===== config.mk =====
export PLATFORM = sky130hd
export DESIGN_NAME = stream_demux1hot
export DESIGN_NICKNAME = d
export VERILOG_FILES = /design/src/rtl/stream_demux1hot_pkg.sv /design/src/rtl/stream_demux1hot_slot.sv /design/src/rtl/stream_demux1hot.sv
export SDC_FILE = /design/constraint.sdc
export NUM_CORES = 1
export LEC_CHECK = 0
export CAP_MARGIN = 40
export CORE_MARGIN = 2
export CORE_UTILIZATION = 40
export DETAILED_ROUTE_END_ITERATION = 16
export PLACE_DENSITY = 0.71
export SETUP_SLACK_MARGIN = 0.02
export SKIP_LAST_GASP = 1
export SLEW_MARGIN = 20
export SYNTH_ARGS = -nofsm -noshare
export SYNTH_HDL_FRONTEND = slang
export SYNTH_SLANG_ARGS = --single-unit
export TNS_END_PERCENT = 10

===== constraint.sdc =====
create_clock -name clk -period 1.69 [get_ports clk]
set_clock_uncertainty 0.05 [all_clocks]
set_input_delay 0.338 -clock clk [delete_from_list [all_inputs] [get_ports clk]]
set_output_delay 0.338 -clock clk [all_outputs]
set_load 0.1 [all_outputs]

===== src/rtl/stream_demux1hot_pkg.sv =====
// Shared constants and select-decode helpers for the one-hot stream demux.
package stream_demux1hot_pkg;

  localparam int                   ERR_CNT_W   = 8;
  localparam logic [ERR_CNT_W-1:0] ERR_CNT_MAX = '1;
  localparam int                   SEL_MAX_W   = 64;

  // Selects are zero-extended to SEL_MAX_W; only the low w bits are examined.
  function automatic logic is_onehot(input logic [SEL_MAX_W-1:0] sel, input int w);
    int cnt;
    cnt = 0;
    for (int i = 0; i < SEL_MAX_W; i++)
      if (i < w && sel[i]) cnt++;
    return (cnt == 1);
  endfunction

  function automatic logic is_zero(input logic [SEL_MAX_W-1:0] sel, input int w);
    logic any;
    any = 1'b0;
    for (int i = 0; i < SEL_MAX_W; i++)
      if (i < w) any = any | sel[i];
    return ~any;
  endfunction

endpackage


===== src/rtl/stream_demux1hot_slot.sv =====
// One-entry valid/data register slot; free when empty or being popped this cycle.
module stream_demux1hot_slot #(
  parameter int WIDTH = 1
) (
  input  logic             clk,
  input  logic             rst,
  input  logic             push,
  input  logic [WIDTH-1:0] push_data,
  input  logic             out_ready,
  output logic             free,
  output logic             out_valid,
  output logic [WIDTH-1:0] out_data
);

  logic             valid_q, valid_d;
  logic [WIDTH-1:0] data_q, data_d;

  always_comb begin
    free    = ~valid_q | out_ready;
    valid_d = valid_q & ~out_ready;
    data_d  = data_q;
    if (push) begin
      valid_d = 1'b1;
      data_d  = push_data;
    end
  end

  always_ff @(posedge clk) begin
    if (rst) begin
      valid_q <= 1'b0;
      data_q  <= '0;
    end else begin
      valid_q <= valid_d;
      data_q  <= data_d;
    end
  end

  assign out_valid = valid_q;
  assign out_data  = data_q;

endmodule


===== src/rtl/stream_demux1hot.sv =====
// One-hot stream demultiplexer with per-output register slots and illegal-select counter.
// Define STREAM_DEMUX1HOT_BCAST_EN to let multi-hot selects broadcast to every selected output.
module stream_demux1hot
  import stream_demux1hot_pkg::*;
#(
  parameter int OUTPUTS = 2,
  parameter int WIDTH   = 1
) (
  input  logic                       clk,
  input  logic                       rst,
  input  logic                       in_valid,
  output logic                       in_ready,
  input  logic [WIDTH-1:0]           in_data,
  input  logic [OUTPUTS-1:0]         in_sel,
  output logic [OUTPUTS-1:0]         out_valid,
  input  logic [OUTPUTS-1:0]         out_ready,
  output logic [WIDTH*OUTPUTS-1:0]   out_data,
  input  logic                       err_clr,
  output logic [ERR_CNT_W-1:0]       err_cnt
);

  logic [OUTPUTS-1:0]   free, push;
  logic [SEL_MAX_W-1:0] sel_wide;
  logic                 sel_legal, hs, err_evt;
  logic [ERR_CNT_W-1:0] err_cnt_q, err_cnt_d;

  // in_ready never looks at in_valid; illegal beats are always swallowed.
  always_comb begin
    sel_wide              = '0;
    sel_wide[OUTPUTS-1:0] = in_sel;
`ifdef STREAM_DEMUX1HOT_BCAST_EN
    sel_legal = ~is_zero(sel_wide, OUTPUTS);
    in_ready  = ~rst & (~sel_legal | (&(~in_sel | free)));
`else
    sel_legal = is_onehot(sel_wide, OUTPUTS);
    in_ready  = ~rst & (~sel_legal | (|(in_sel & free)));
`endif
    hs      = in_valid & in_ready;
    push    = (hs & sel_legal) ? in_sel : '0;
    err_evt = hs & ~sel_legal;

    err_cnt_d = err_cnt_q;
    if (err_clr)
      err_cnt_d = err_evt ? ERR_CNT_W'(1) : '0;
    else if (err_evt && err_cnt_q != ERR_CNT_MAX)
      err_cnt_d = err_cnt_q + ERR_CNT_W'(1);
  end

  always_ff @(posedge clk) begin
    if (rst) err_cnt_q <= '0;
    else     err_cnt_q <= err_cnt_d;
  end

  assign err_cnt = err_cnt_q;

  for (genvar i = 0; i < OUTPUTS; i++) begin : g_slot
    stream_demux1hot_slot #(.WIDTH(WIDTH)) u_slot (
      .clk       (clk),
      .rst       (rst),
      .push      (push[i]),
      .push_data (in_data),
      .out_ready (out_ready[i]),
      .free      (free[i]),
      .out_valid (out_valid[i]),
      .out_data  (out_data[i*WIDTH +: WIDTH])
    );
  end

endmodule


==> impl_results.md <==
* CTS clk-pin slew, worst paths at 0.07 ns
* # DRC at 0
* Via count at 714
* Setup TNS at 0 ns
* Post-synth EDFFs at 0
* Post-CTS Hold Fix Bufs at 0
* Sequential Area at 265 um2
* Type of the most critical hold path: flip-flop to flip-flop
* Fillers at 130
* Crit path kind: flip-flop to output pin
* First-pass GRT wire length at 2660 um
* Top post-synthesis cells by area: dfxtp_1 (35%), a21oi_1 (6.5%), buf_4 (4.3%)
* Slew Viols, Final at 0
* Footprint of the multi-input gates at 417 um2
* IO buf count at 21
* Seq cells post-synth at 12
* Synthesized cell area at 693 um2
* Tot Pwr at 0.635 mW
* Finish-stage setup viols at 0
* Worst-Margin Slew at 0.251 ns
* CP required at 1.30 ns
* Critical Path AT at 1.24 ns
* Unrepaired setup endpoints after global routing: true
* Power Density at 542 nW/um2
* Syn Area/Cell at 8.06 um2
* Initial Util at 41.5%
* Row count at 15
* Max FO, Critical Path at 2
* I/O pin count at 22
* DRT iter0 DRCs at 9
* FMAX at 0.614 GHz
* Net Count, Synth at 96
* Fin crit period at 1.63 ns
* Layout net count at 126
* Chip height at 45.6 um
* Leakage at 0.446 nW
* Worst reg2reg setup slack at 0.14 ns
* Clk buf depth at 2
* Final WL at 1620 um
* Area leader, netlist: dfxtp_1
* Cell area after placement at 1120 um2
* Crit. End Element: output pin
* MaxCap Viol Count at 0
* Clk_lat worst skew at 0.27 ns
* GR Overflow Total at 0
* Layout cells sized above 1 at 40.9%
* CORE AREA at 1670 um2
* Ant diodes at 0
* Tot GR Track Use at 17.7%
* Post-DRT Antenna Nets at 0
* Largest net degree at the start of global routing at 9
* Top FF cell, synth: dfxtp_1
* Root buffer cell: clkbuf_4
* Netlist cell types at 32
* Placed Instances at 126
* Tcrit/Tclk final at 96.3%
* Yosys top cell area share at 34.7%
* Peak VDD IR at 0.477 mV
* Area Overhead vs Synth at 69.0%
* DIE AREA at 2080 um2
* Design area at 1170 um2
* Fin util at 70.1%
* Final Hold Vio Count at 0
* Vias in the first global route at 616
* Status: complete, no violations
* FFs w/ async S/R, synth at 0%
* Post-DP HPWL at 1260 um
* Slew headroom at 83.2%
* DR WL/cell at 12.3 um
* H-tree levels at 1
* 1st-pass router iterations at 4
* Post-Syn Instances at 86
* Placer Congestion at 0.881
* CTS sink count at 12
* Die Wd at 45.6 um
* Via density per instance at 5.41
* CP Launch Type: flip-flop
* Final Non-Filler Cells at 132
* Antenna violations before repair at 0
* CTS tree: done
* Total CTS buffers at 3
* Fraction of the yosys area taken by sequential cells at 34.7%
* Synth warnings at 0
[cells in the final DEF (no fill, tap or decap), types with 2 or more instances in the layout]
cell type	netlist	final
nand2_1	6	6
a21oi_1	9	9
nor3_1	2	2
dfxtp_4	0	5
nor2_1	6	6
dfxtp_2	0	5
dlygate4sd2_1	0	3
inv_1	3	3
clkdlybuf4s50_1	0	3
nand3b_1	3	3
clkbuf_4	0	3
dfxtp_1	12	2
nand3_1	5	5
buf_12	0	13
and3_1	2	2
buf_4	4	13
or4_1	3	3
nor2b_4	0	3
o31ai_1	3	3
o21ai_1	4	4
[critical path: stages, from the launching register on]
cell and delay, ns:
dfxtp_2 0.32, nor2b_4 0.13, a221oi_4 0.30, buf_12 0.21
[metrics by stage]
step | hold WS, ns | worst slack [ns]
final | 0.450 | 0.0619
after global routing | 0.484 | 0.0197
after floorplan | 0.409 | -0.0872
after global placement | 0.440 | -0.275
after CTS | 0.455 | 0.0205
after detailed placement | 0.444 | -0.313
[kinds of logic (layout without fill, tap and decap cells)]
family,count (synthesis),after routing,share of synthesized area [%]
and+or+nand+nor,38,38,31.0
AOI/OAI and AO/OA,21,21,18.8
DFF,12,12,34.7
buffers and inverters,12,41,11.0
adders and majority gates,1,1,1.80
xor gates and xnor gates,1,1,1.26
muxes,1,1,1.44
[cells in the mapped netlist, types with 3 or more instances]
master / count
nand3_1: 5
dfxtp_1: 12
nor2b_1: 4
or4_1: 3
buf_4: 4
nand3b_1: 3
nor2_1: 6
inv_1: 3
o31ai_1: 3
nand2_1: 6
a21oi_1: 9
o21ai_1: 4
[registers in the layout, summed over array words and instances (netlist names)]
| name | cells |
|---|---|
| err_cnt | 8 |
| g_slot.u_slot.out_data | 2 |
| g_slot.u_slot.out_valid | 2 |
[metal layers]
layer	vias to the layer above	share of wire (%)	global-route usage, %
li1	366	-	-
met1	327	47	25.0
met2	21	48	25.1
met3	0	4.8	7.14
met4	0	0	3.53
met5	-	0	0
[worst paths after layout]
kind	to	from	cells past startpoint
worst max register to register	err_cnt[7]$_SDFFE_PP0P_	err_cnt[4]$_SDFFE_PP0P_	4
worst max-delay path	in_ready	g_slot[0].u_slot.out_valid$_SDFF_PP0_	3
worst min register to register	err_cnt[7]$_SDFFE_PP0P_	err_cnt[7]$_SDFFE_PP0P_	2
worst min-delay path	err_cnt[7]$_SDFFE_PP0P_	err_cnt[7]$_SDFFE_PP0P_	2
[power by group]
part,switching [mW],total (mW),internal [mW],leakage [nW]
registers,0.00668,0.288,0.282,0.104
logic,0.0907,0.162,0.0711,0.328
clock network,0.0934,0.185,0.0915,0.0150
[final cells by class]
class,count,area share [%]
clock buffers,4,2.24
inverters,3,0.962
multi-input cells,62,35.6
flip-flops and latches,12,22.6
well taps,17,1.82
repair buffers,34,36.8
[what timing repair did]
action,4_1_cts,5_1_grt
pin swaps,1,1
endpoints found under the setup margin,5,1
endpoints found under the hold margin,0,0
gates resized for setup,14,2
buffers inserted,1,1
(Power assumes the default switching activity.)
